$ cat config.mk
export PLATFORM = sky130hd
export DESIGN_NAME = pipe_hazard_ctrl
export DESIGN_NICKNAME = d
export VERILOG_FILES = /design/src/rtl/core_pkg.sv /design/src/rtl/pipe_hazard_ctrl_sat_counter.sv /design/src/rtl/pipe_hazard_ctrl.sv
export SDC_FILE = /design/constraint.sdc
export NUM_CORES = 1
export LEC_CHECK = 0
export CAP_MARGIN = 30
export CORE_MARGIN = 10
export CORE_UTILIZATION = 55
export DETAILED_ROUTE_END_ITERATION = 7
export DONT_BUFFER_PORTS = 1
export PLACE_DENSITY = 0.82
export SLEW_MARGIN = 20
export SYNTH_ARGS = -nofsm -noshare
export SYNTH_HDL_FRONTEND = slang
export SYNTH_HIERARCHICAL = 1
export SYNTH_SLANG_ARGS = --single-unit
$ cat constraint.sdc
create_clock -name CLK -period 2.7 [get_ports CLK]
set_clock_uncertainty 0.2 [all_clocks]
set_input_delay 0.54 -clock CLK [delete_from_list [all_inputs] [get_ports CLK]]
set_output_delay 0.54 -clock CLK [all_outputs]
set_load 0.02 [all_outputs]
$ cat src/rtl/core_pkg.sv
// Shared definitions for the RV32I core: sequencer state encoding and the
// instruction encodings the pipeline controls need to recognise.
package core_pkg;

    typedef enum logic [1:0] {
        ST_RUN    = 2'd0,
        ST_DRAIN  = 2'd1,
        ST_HALTED = 2'd2
    } state_t;

    localparam logic [31:0] NOP_INSTR      = 32'h00000013;  // addi x0,x0,0
    localparam logic [31:0] HALT_INSTR_DEF = 32'h00000063;  // beq x0,x0,0

    localparam logic [6:0] OPC_LOAD   = 7'b0000011;
    localparam logic [6:0] OPC_STORE  = 7'b0100011;
    localparam logic [6:0] OPC_OP_IMM = 7'b0010011;
    localparam logic [6:0] OPC_OP     = 7'b0110011;
    localparam logic [6:0] OPC_BRANCH = 7'b1100011;
    localparam logic [6:0] OPC_JAL    = 7'b1101111;
    localparam logic [6:0] OPC_JALR   = 7'b1100111;

endpackage

$ cat src/rtl/pipe_hazard_ctrl_sat_counter.sv
// Saturating up-counter with synchronous clear; holds at all-ones instead of
// wrapping so long runs never report a misleadingly small count.
module sat_counter #(
    parameter int CNT_W = 32
) (
    input  logic             CLK,
    input  logic             clear,
    input  logic             inc,
    output logic [CNT_W-1:0] q
);

    logic [CNT_W-1:0] q_q;
    logic [CNT_W-1:0] q_d;

    always_comb begin
        q_d = q_q;
        if (inc && (q_q != {CNT_W{1'b1}})) begin
            q_d = q_q + CNT_W'(1);
        end
    end

    always_ff @(posedge CLK) begin
        if (clear) begin
            q_q <= '0;
        end else begin
            q_q <= q_d;
        end
    end

    assign q = q_q;

endmodule

$ cat src/rtl/pipe_hazard_ctrl.sv
// Pipeline sequencing controller: load-use stalls, branch/jump redirects,
// halt detection with drain-then-freeze, and performance counters.
module pipe_hazard_ctrl
    import core_pkg::*;
#(
    parameter int          CNT_W        = 32,
    parameter int          DRAIN_CYCLES = 3,
    parameter logic [31:0] HALT_INSTR   = HALT_INSTR_DEF
) (
    input  logic             CLK,
    input  logic             Reset,
    input  logic [31:0]      id_instr,
    input  logic [4:0]       id_rs1,
    input  logic [4:0]       id_rs2,
    input  logic             id_use_rs1,
    input  logic             id_use_rs2,
    input  logic             ex_mem_read,
    input  logic [4:0]       ex_rd,
    input  logic             ex_redirect,
    output logic             pc_we,
    output logic             pc_sel,
    output logic             ifid_we,
    output logic             ifid_flush,
    output logic             idex_flush,
    output logic             halted,
    output logic [CNT_W-1:0] cycle_cnt,
    output logic [CNT_W-1:0] stall_cnt,
    output logic [CNT_W-1:0] flush_cnt,
    output logic [1:0]       dbg_state
);

    localparam int DW = (DRAIN_CYCLES < 1) ? 1 : $clog2(DRAIN_CYCLES + 1);
    localparam logic [DW-1:0] DRAIN_LOAD = DW'(DRAIN_CYCLES - 1);

    state_t        state_q, state_d;
    logic [DW-1:0] drain_q, drain_d;
    logic          halted_q, halted_d;

    logic luse;
    logic hlt;
    logic cycle_inc;
    logic stall_inc;
    logic flush_inc;

    // x0 is hard-wired zero, so a load targeting it can never create a hazard.
    assign luse = ex_mem_read && (ex_rd != 5'd0) &&
                  ((id_use_rs1 && (id_rs1 == ex_rd)) ||
                   (id_use_rs2 && (id_rs2 == ex_rd)));
    assign hlt  = (id_instr == HALT_INSTR);

    always_comb begin
        state_d    = state_q;
        drain_d    = drain_q;
        halted_d   = halted_q;
        pc_we      = 1'b0;
        pc_sel     = 1'b0;
        ifid_we    = 1'b0;
        ifid_flush = 1'b0;
        idex_flush = 1'b0;
        stall_inc  = 1'b0;
        flush_inc  = 1'b0;

        if (Reset) begin
            ifid_flush = 1'b1;
            idex_flush = 1'b1;
        end else begin
            unique case (state_q)
                ST_RUN: begin
                    // A redirect means the ID instruction is wrong-path, so it outranks stall and halt.
                    if (ex_redirect) begin
                        pc_we      = 1'b1;
                        pc_sel     = 1'b1;
                        ifid_we    = 1'b1;
                        ifid_flush = 1'b1;
                        idex_flush = 1'b1;
                        flush_inc  = 1'b1;
                    end else if (luse) begin
                        idex_flush = 1'b1;
                        stall_inc  = 1'b1;
                    end else if (hlt) begin
                        idex_flush = 1'b1;
                        drain_d    = DRAIN_LOAD;
                        state_d    = ST_DRAIN;
                    end else begin
                        pc_we   = 1'b1;
                        ifid_we = 1'b1;
                    end
                end
                ST_DRAIN: begin
                    idex_flush = 1'b1;
                    if (drain_q == '0) begin
                        state_d  = ST_HALTED;
                        halted_d = 1'b1;
                    end else begin
                        drain_d = drain_q - DW'(1);
                    end
                end
                ST_HALTED: begin
                    idex_flush = 1'b1;
                end
                default: begin
                    idex_flush = 1'b1;
                    state_d    = ST_RUN;
                end
            endcase
        end
    end

    always_ff @(posedge CLK) begin
        if (Reset) begin
            state_q  <= ST_RUN;
            drain_q  <= '0;
            halted_q <= 1'b0;
        end else begin
            state_q  <= state_d;
            drain_q  <= drain_d;
            halted_q <= halted_d;
        end
    end

    assign cycle_inc = !Reset && ((state_q == ST_RUN) || (state_q == ST_DRAIN));
    assign halted    = halted_q;
    assign dbg_state = state_q;

    sat_counter #(.CNT_W(CNT_W)) u_cycle_cnt (
        .CLK   (CLK),
        .clear (Reset),
        .inc   (cycle_inc),
        .q     (cycle_cnt)
    );

    sat_counter #(.CNT_W(CNT_W)) u_stall_cnt (
        .CLK   (CLK),
        .clear (Reset),
        .inc   (stall_inc),
        .q     (stall_cnt)
    );

    sat_counter #(.CNT_W(CNT_W)) u_flush_cnt (
        .CLK   (CLK),
        .clear (Reset),
        .inc   (flush_inc),
        .q     (flush_cnt)
    );

endmodule
==> flow_summary.toml, run 1 <==
[setup_path]
cpLargestDelayFamily = "simple AND/OR/NAND/NOR gates"
critical-path-slowest-cell = "or4_4"
critical_path.max_fanout = 3
critical_path.startpoint_type = "primary input"
worst_ep_arrival_time_ns = 1.90
timing.setup.critical_path_class = "in -> out"
required_ns = 1.96
timing.critical_path.buf_inv = 2
path_cells = "or4_4 > o221a_4 > buf_6 > nor2_2 > o21a_1 > buf_12"
max_stage_delay_ns = 0.52
kind_of_capture_point_of_the_worst_setup_path = "primary output"

[cts]
insertion_delay_to_the_later_sink_of_the_worst_skew_pair_ns = 0.39
postCtsHoldBufs = 0
cts_tree = "done"
htree_levels = 3
longest_clk_path_bufs = 2
root_buffer = "clkbuf_8"
clock_sinks = 101
cts_buffers = 9
worst_path_clk_slew_ns = 0.10

[floorplan]
core-area_sq_um = 9820
design.die.area_sq_um = 14500
std_cell_rows = 36
chipWidth_microns = 121
top_level_ports = 157
floorplan.initialDensity_pct = 56.6
die_h_microns = 121

[timing]
max_freq_mhz = 379
setup_violations = 0
worst_relative_slew_slack_pct = 60.9
final_hold_viol_count = 0
final_critical_path_setup_slack_ns = 0.0610
worst_pin_slew_ns = 0.572
period_share_pct = 97.7
final_max_slew_viol_count = 0
rsz0062_at_grt = "false"
fin_crit_ns = 2.64

[pwr]
internal_power_mw = 1.90
power_density_nw_per_um2 = 379
p_seq_share_pct = 59.8
pwr-share-clk_pct = 36.6
fin_total_pwr_mw = 2.51
netSwitchingFraction_pct = 24.2
combPwrFrac_pct = 3.6
static-leakage-power_nw = 2.25
net_switching_power_figure_mw = 0.606
ir_drop_v = 0.000210

[place]
cells_after_dpl = 862
place.port_buffers = 0
hpwlAfterDp_microns = 12400
gp_routability_congestion = 0.888
detailedPlace.worstSlack_ns = -0.175

[grt]
pin_count_of_the_biggest_net_entering_global_routing = 117
antenna_violations_before_repair = 0
grt_pass1_wl_microns = 26400
track_usage_pct = 21.6
grt-ovfl-total = 0
via_count_of_the_first_global_routing_pass = 5381

[cells_and_area]
fillers = 814
multi_input_area_sq_um = 3420
layout.area.seq_sq_um = 2020
finish.cell_count_without_fillers = 880
layout_overhead_on_the_synthesized_area_pct = 19.1
drive_gt1_share_pct = 22.4
final_nets = 799
insertedDiodeCount = 0

[yosys]
netlist.top_cell.by_area = "dfxtp_1"
ys_dominant_reg_cell = "dfxtp_1"
synthesis.nets = 720
syn_area_per_cell_sq_um = 8.38
ys_seq_area_share_pct = 36.4
synth_warnings = 6
yosys.cell_count.top_type = "dfxtp_1"
synth_edf_count = 0
netlist_top_cells_count = "dfxtp_1 (101), a21oi_1 (64), nor2_1 (57), nand2_1 (38), nand3_1 (36)"
synthArstFlopShare_pct = 0
synth_top_area_share_pct = 36.4
synth_cells = 663
syn-cell-area_sq_um = 5560
ys_ff_latch = 101
synth.area.top_cells = "dfxtp_1 (36%), a21oi_1 (5.8%), o31ai_1 (3.9%)"
yosysUniqueCellTypes = 61

[route]
detailed_route_wire_length_per_cell_microns = 18.6
via_per_inst = 6.33
firstDrtPassIters = 6
drtAntennaViolNets = 0
drc = 0
drt_iter0_markers = 500
totalWireLength_microns = 16400
dr_total_vias = 5574

[outcome]
result_of_the_run = "completed"

[min_path]
hold_path.class = "in -> reg"

[job]
max_cap_violations = 0
-- per-stage QoR --
stage	cell area, sq um	util, %	hold WS (ns)	TNS, ns
2_1_floorplan	5590	-	0.363	-0.118
3_3_place_gp	6390	65.0	0.337	-0.124
3_5_place_dp	6390	65.0	0.353	-0.984
4_1_cts	6570	66.9	0.00894	0
5_1_grt	6620	67.4	0.00575	0
6_report	6620	67.4	0.0295	0
-- area by class of cell --
type                       count  area share, %
timing repair buffer         103           11.9
clock inverter                 6          0.719
clock buffer                  10           2.08
inverter                       9          0.511
multi-input combinational    518           51.7
tap                          133           2.52
sequential                   101           30.6
-- routing by layer --
metal	vias up	share of wire (%)	wire length, microns	track usage [%]
met5	-	0	0	0
met4	0	2.2	365	8.97
met3	36	9.8	1610	8.19
met2	223	48	7910	37.2
met1	2637	40	6470	23.3
li1	2678	-	-	-
-- registers in the layout (all words and copies together) (netlist names) --
signal,flops
dbg_state,2
halted,1
u_cycle_cnt/q,32
u_stall_cnt/q,32
drain_q,2
u_flush_cnt/q,32
-- final timing paths --
kind	slack, ns	depth (start not counted)	endpoint	from
worst max register to register	0.17	5	u_cycle_cnt/q[30]$_SDFFE_PP0P_	u_cycle_cnt/q[15]$_SDFFE_PP0P_
worst min register to register	0.38	3	u_flush_cnt/q[12]$_SDFFE_PP0P_	u_flush_cnt/q[12]$_SDFFE_PP0P_
worst min-delay path	0.03	1	u_stall_cnt/q[7]$_SDFFE_PP0P_	Reset
worst max-delay path	0.06	6	ifid_we	ex_rd[1]
-- placed cells by master, fill, tap and decap left out, types with 11 or more instances in the layout --
master	Yosys	layout
buf_4	3	101
nand2_1	38	38
or4_1	27	27
dfxtp_1	101	101
xnor2_1	16	16
or3_1	33	33
o21ai_0	28	28
and4_1	11	11
a21oi_1	64	64
nand4_1	28	28
nand3_1	36	36
nor4_1	18	14
o31ai_1	29	29
xor2_1	20	19
nor2_1	57	56
-- timing repair --
| item | CTS | global route |
|---|---|---|
| hold endpoints to repair | 0 | 0 |
| setup buffers | 0 | 2 |
| gates resized for setup | 1 | 4 |
| pin swaps | 1 | 4 |
| setup endpoints to repair | 2 | 2 |
-- cell families after synthesis --
group                      synth area share [%]
AOI/OAI and AO/OA                          17.8
xor gates and xnor gates                   5.68
adders and majority gates                 0.901
buffers and inverters                      3.36
DFF                                        36.4
muxes                                      2.43
and+or+nand+nor                            33.4
-- power by group through the flow --
stage / sequential, mW / combinational (mW) / clock, mW
after CTS: 1.50 / 0.0874 / 0.934
after global routing: 1.50 / 0.0980 / 0.985
final: 1.50 / 0.0907 / 0.917
after global placement: 1.53 / 0.0829 / 0
after detailed placement: 1.53 / 0.0864 / 0
after floorplan: 1.54 / 0.0721 / 0
(Power assumes the default switching activity.)
==> run 2, diff against run 1 <==
REMOVE_ABC_BUFFERS = 1   (was unset)
==> run 2 against run 1 <==
Against the previous run: non-clock buffer count decreased by 1; global-route usage increased by 0.40 points; critical path depth unchanged; setup slack improved by 0.00051 ns; critical path type unchanged; largest power group unchanged.
==> flow_summary.toml, run 2 (synthesis gave the netlist of run 1 again) <==
[setup_path]
timing.setup.critical_path_class = "in -> out"
critical_path.startpoint_type = "primary input"
critical-path-slowest-cell = "or4_4"
max_stage_delay_ns = 0.54
timing.critical_path.buf_inv = 2
path_cells = "or4_4 > o221a_4 > buf_6 > nor2_2 > o21a_1 > buf_12"
critical_path.max_fanout = 3
cpLargestDelayFamily = "simple AND/OR/NAND/NOR gates"
worst_ep_arrival_time_ns = 1.90
required_ns = 1.96
kind_of_capture_point_of_the_worst_setup_path = "primary output"

[grt]
pin_count_of_the_biggest_net_entering_global_routing = 117
grt-ovfl-total = 0
via_count_of_the_first_global_routing_pass = 5606
track_usage_pct = 22.0
antenna_violations_before_repair = 0
grt_pass1_wl_microns = 27300

[floorplan]
top_level_ports = 157
chipWidth_microns = 121
floorplan.initialDensity_pct = 56.6
die_h_microns = 121
core-area_sq_um = 9820
std_cell_rows = 36
design.die.area_sq_um = 14500

[cts]
htree_levels = 3
worst_path_clk_slew_ns = 0.09
number_of_post_cts_setup_repair_buffers = 0
clock_sinks = 101
postCtsHoldBufs = 0
cts_tree = "done"
root_buffer = "clkbuf_8"
cts_buffers = 9
longest_clk_path_bufs = 2
insertion_delay_to_the_later_sink_of_the_worst_skew_pair_ns = 0.37

[cells_and_area]
insertedDiodeCount = 0
finalInstanceArea_sq_um = 6610
fillers = 795
layout_overhead_on_the_synthesized_area_pct = 18.9
layout.area.seq_sq_um = 2020
layout_common_cells = "dfxtp_1 (101), buf_4 (100), a21oi_1 (64), nor2_1 (56), nand2_1 (38)"
multi_input_area_sq_um = 3390
final_nets = 798
drive_gt1_share_pct = 21.4
finish.cell_count_without_fillers = 879
final_common_cell = "dfxtp_1"

[pwr]
power_density_nw_per_um2 = 399
static-leakage-power_nw = 2.25
ir_drop_v = 0.000213

[timing]
worst_relative_slew_slack_pct = 46.1
final_sum_of_negative_setup_slack_ns = 0
fin_crit_ns = 2.64
setup_violations = 0
final_max_slew_viol_count = 0
max_freq_mhz = 379
period_share_pct = 97.7
rsz0062_at_grt = "true"
final_hold_viol_count = 0
worst_pin_slew_ns = 0.788

[route]
wl_met2_microns = 8380
drtAntennaViolNets = 0
drt_iter0_markers = 535
drc = 0
detailed_route_wire_length_per_cell_microns = 18.7
wl_met3_microns = 1700
totalWireLength_microns = 16500
via_per_inst = 6.46
dr_total_vias = 5675
routedLengthMet1_microns = 6120
highest-signal-layer = "met4"
firstDrtPassIters = 7

[outcome]
result_of_the_run = "completed"

[place]
post_dp_cell_area_sq_um = 6360
gp_routability_congestion = 0.900
place.port_buffers = 0
cells_after_dpl = 863
hpwlAfterDp_microns = 12400

[min_path]
hold_path.class = "in -> reg"

[job]
max_cap_violations = 0
==> run 2: cell count changes in the layout (fill, tap and decap cells not counted), moves of 2 or more <==
cell	change
bufinv_16	+2
clkinvlp_4	-4
and2_1	+2
clkinv_2	+4
and2_4	-2
nor4_1	+2
==> run 2: what timing repair did <==
action                                  in CTS  in global routing
endpoints found under the setup margin       2                  5
endpoints found under the hold margin        0                  0
gates resized for setup                      1                  4
pin swaps                                    1                  6
==> run 2: metrics by stage <==
step                      power, mW  hold WS, ns  util [%]  setup slack [ns]
after floorplan                1.59        0.357         -             -1.16
after global placement         1.62        0.334      64.8           -0.0574
after detailed placement       1.62        0.347      64.8            -0.222
after CTS                      2.66       0.0264      67.0           0.00962
after global routing           2.72       0.0316      67.3          -0.00780
final                          2.63       0.0413      67.3            0.0615
==> run 2: layer usage <==
metal,vias up,global-route usage [%]
met1,2714,24.4
li1,2670,-
met2,261,39.3
met5,-,0
met3,30,6.24
met4,0,7.54
==> run 2: final timing paths <==
check | slack, ns | startpoint | cells after the start | end
setup / recovery | 0.06 | ex_rd[1] | 6 | pc_we
hold / removal | 0.04 | Reset | 1 | u_stall_cnt/q[17]$_SDFFE_PP0P_
setup reg to reg | 0.12 | dbg_state[0]$_SDFFE_PP0P_ | 8 | u_flush_cnt/q[29]$_SDFFE_PP0P_
hold reg to reg | 0.37 | u_cycle_cnt/q[12]$_SDFFE_PP0P_ | 3 | u_cycle_cnt/q[12]$_SDFFE_PP0P_
==> run 2: final cells by class <==
class	count	area share [%]
multi-input cells	518	51.3
inverters	9	0.511
repair buffers	102	11.8
well taps	133	2.52
flip-flops and latches	101	30.6
clock inverters	7	1.34
clock buffers	9	1.88
==> run 2: report_power, final <==
group / internal [mW] / switching, mW
Clock: 0.520 / 0.529
Combinational: 0.0407 / 0.0455
Sequential: 1.49 / 0.00465
==> run 3, diff against run 2 <==
CORE_UTILIZATION = 40   (was 55)
CTS_BUF_LIST = sky130_fd_sc_hd__clkbuf_16   (was unset)
PLACE_DENSITY = 0.65   (was 0.82)
==> run 3 against run 2 <==
Against the previous run: combinational power decreased by 1%; critical path depth unchanged; design area increased by 2.8%; flip-flop and latch count unchanged; sequential share of layout area decreased by 0.83 points; first-iteration DRC count decreased by 36%; core utilization decreased by 18 points; clock-buffer cell count unchanged; worst hold slack improved by 0.020 ns; die area increased by 31%; highest routed layer unchanged.
==> flow_summary.toml, run 3 (synthesis gave the netlist of run 1 again) <==
[outcome]
result_of_the_run = "completed"

[grt]
via_count_of_the_first_global_routing_pass = 5319
track_usage_pct = 17.0
antenna_violations_before_repair = 0
grt-ovfl-total = 0
grt_pass1_wl_microns = 26700
pin_count_of_the_biggest_net_entering_global_routing = 117

[timing]
final_sum_of_negative_setup_slack_ns = 0
setup_violations = 0
period_share_pct = 98.5
rsz0062_at_grt = "false"
max_freq_mhz = 376
whs_ns = 0.0610
fin_crit_ns = 2.66
final_critical_path_setup_slack_ns = 0.0417
final_hold_viol_count = 0
final_max_slew_viol_count = 0
worst_relative_slew_slack_pct = 63.5
worst_pin_slew_ns = 0.533

[route]
detailed_route_wire_length_per_cell_microns = 17.9
drc = 0
via_per_inst = 6.03
totalWireLength_microns = 16800
firstDrtPassIters = 5
drt_iter0_markers = 341
drtAntennaViolNets = 0
dr_total_vias = 5630

[cells_and_area]
final_nets = 806
layout_overhead_on_the_synthesized_area_pct = 22.2
layout_common_cells = "buf_4 (108), dfxtp_1 (101), a21oi_1 (64), nor2_1 (56), nand2_1 (38)"
drive_gt1_share_pct = 22.5
insertedDiodeCount = 0
final_common_cell = "buf_4"

[cts]
cts_tree = "done"
longest_clk_path_bufs = 2
cts_buffers = 9
clock_sinks = 101
insertion_delay_to_the_later_sink_of_the_worst_skew_pair_ns = 0.35
root_buffer = "clkbuf_16"
worst_path_clk_slew_ns = 0.07
htree_levels = 3

[min_path]
hold_path.class = "in -> reg"

[place]
gp_routability_congestion = 0.841
detailedPlace.worstSlack_ns = -0.203
hpwlAfterDp_microns = 12700
place.port_buffers = 0

[setup_path]
worst_ep_arrival_time_ns = 1.92
kind_of_capture_point_of_the_worst_setup_path = "primary output"
critical_path.startpoint_type = "primary input"
timing.setup.critical_path_class = "in -> out"
critical_path.max_fanout = 3
required_ns = 1.96

[floorplan]
std_cell_rows = 43
top_level_ports = 157
chipWidth_microns = 138
die_h_microns = 138
design.die.area_sq_um = 19000
core-area_sq_um = 13700
floorplan.initialDensity_pct = 40.5

[pwr]
power_density_nw_per_um2 = 410
static-leakage-power_nw = 2.30
ir_drop_v = 0.000305

[job]
max_cap_violations = 0
[run 3: changes by cell type in the layout (fill, tap and decap cells not counted), sizes merged]
cell	before	now
buf	102	110
bufinv	2	0
clkinvlp	0	2
clkinv	4	5
inv	10	9
[run 3: power breakdown]
group / internal [mW] / switching (mW)
registers: 1.49 / 0.00603
logic: 0.0411 / 0.0439
clock network: 0.619 / 0.577
[run 3: worst paths after layout]
path	start	endpoint	slack, ns	cells after the start
worst max register to register	dbg_state[1]$_SDFFE_PP0P_	u_flush_cnt/q[25]$_SDFFE_PP0P_	0.12	8
worst max-delay path	ex_rd[1]	ifid_we	0.04	6
worst min register to register	u_flush_cnt/q[2]$_SDFFE_PP0P_	u_flush_cnt/q[2]$_SDFFE_PP0P_	0.31	2
worst min-delay path	Reset	u_stall_cnt/q[24]$_SDFFE_PP0P_	0.06	1
[run 3: timing repair]
| item | CTS | global route |
|---|---|---|
| endpoints found under the hold margin | 0 | 0 |
| setup endpoints to repair | 0 | 11 |
| setup buffers | 0 | 0 |
| gates resized for setup | 0 | 5 |
| hold buffers | 0 | 0 |
[run 3: layout make-up]
type	instances	area (sq um)
sequential	101	2020
timing repair buffer	110	851
clock buffer	9	225
inverter	9	33.8
tap	180	225
clock inverter	7	42.5
fill	1330	6930
multi-input combinational	518	3390
[run 3: critical path: stages]
cell	delay, ns
or4_4	0.52
o221a_4	0.27
buf_4	0.14
nor2_2	0.12
o21a_1	0.18
buf_12	0.13
[run 3: routing by layer]
| metal | wire length [microns] | global-route usage (%) | vias up |
|---|---|---|---|
| met3 | 1750 | 7.64 | 23 |
| met4 | 232 | 4.92 | 0 |
| met5 | 0 | 0 | - |
| met1 | 6450 | 18.8 | 2712 |
| met2 | 8310 | 28.9 | 202 |
| li1 | - | - | 2693 |
[run 3: metrics by stage]
step           utilization, %  instances  power (mW)  cell area [sq um]
6_report                 49.5        934        2.78               6790
5_1_grt                  49.5        934        2.89               6790
3_5_place_dp             47.3        918        1.62               6490
2_1_floorplan               -        628        1.59               5400
4_1_cts                  49.3        934        2.82               6760
3_3_place_gp             47.3        918        1.62               6490
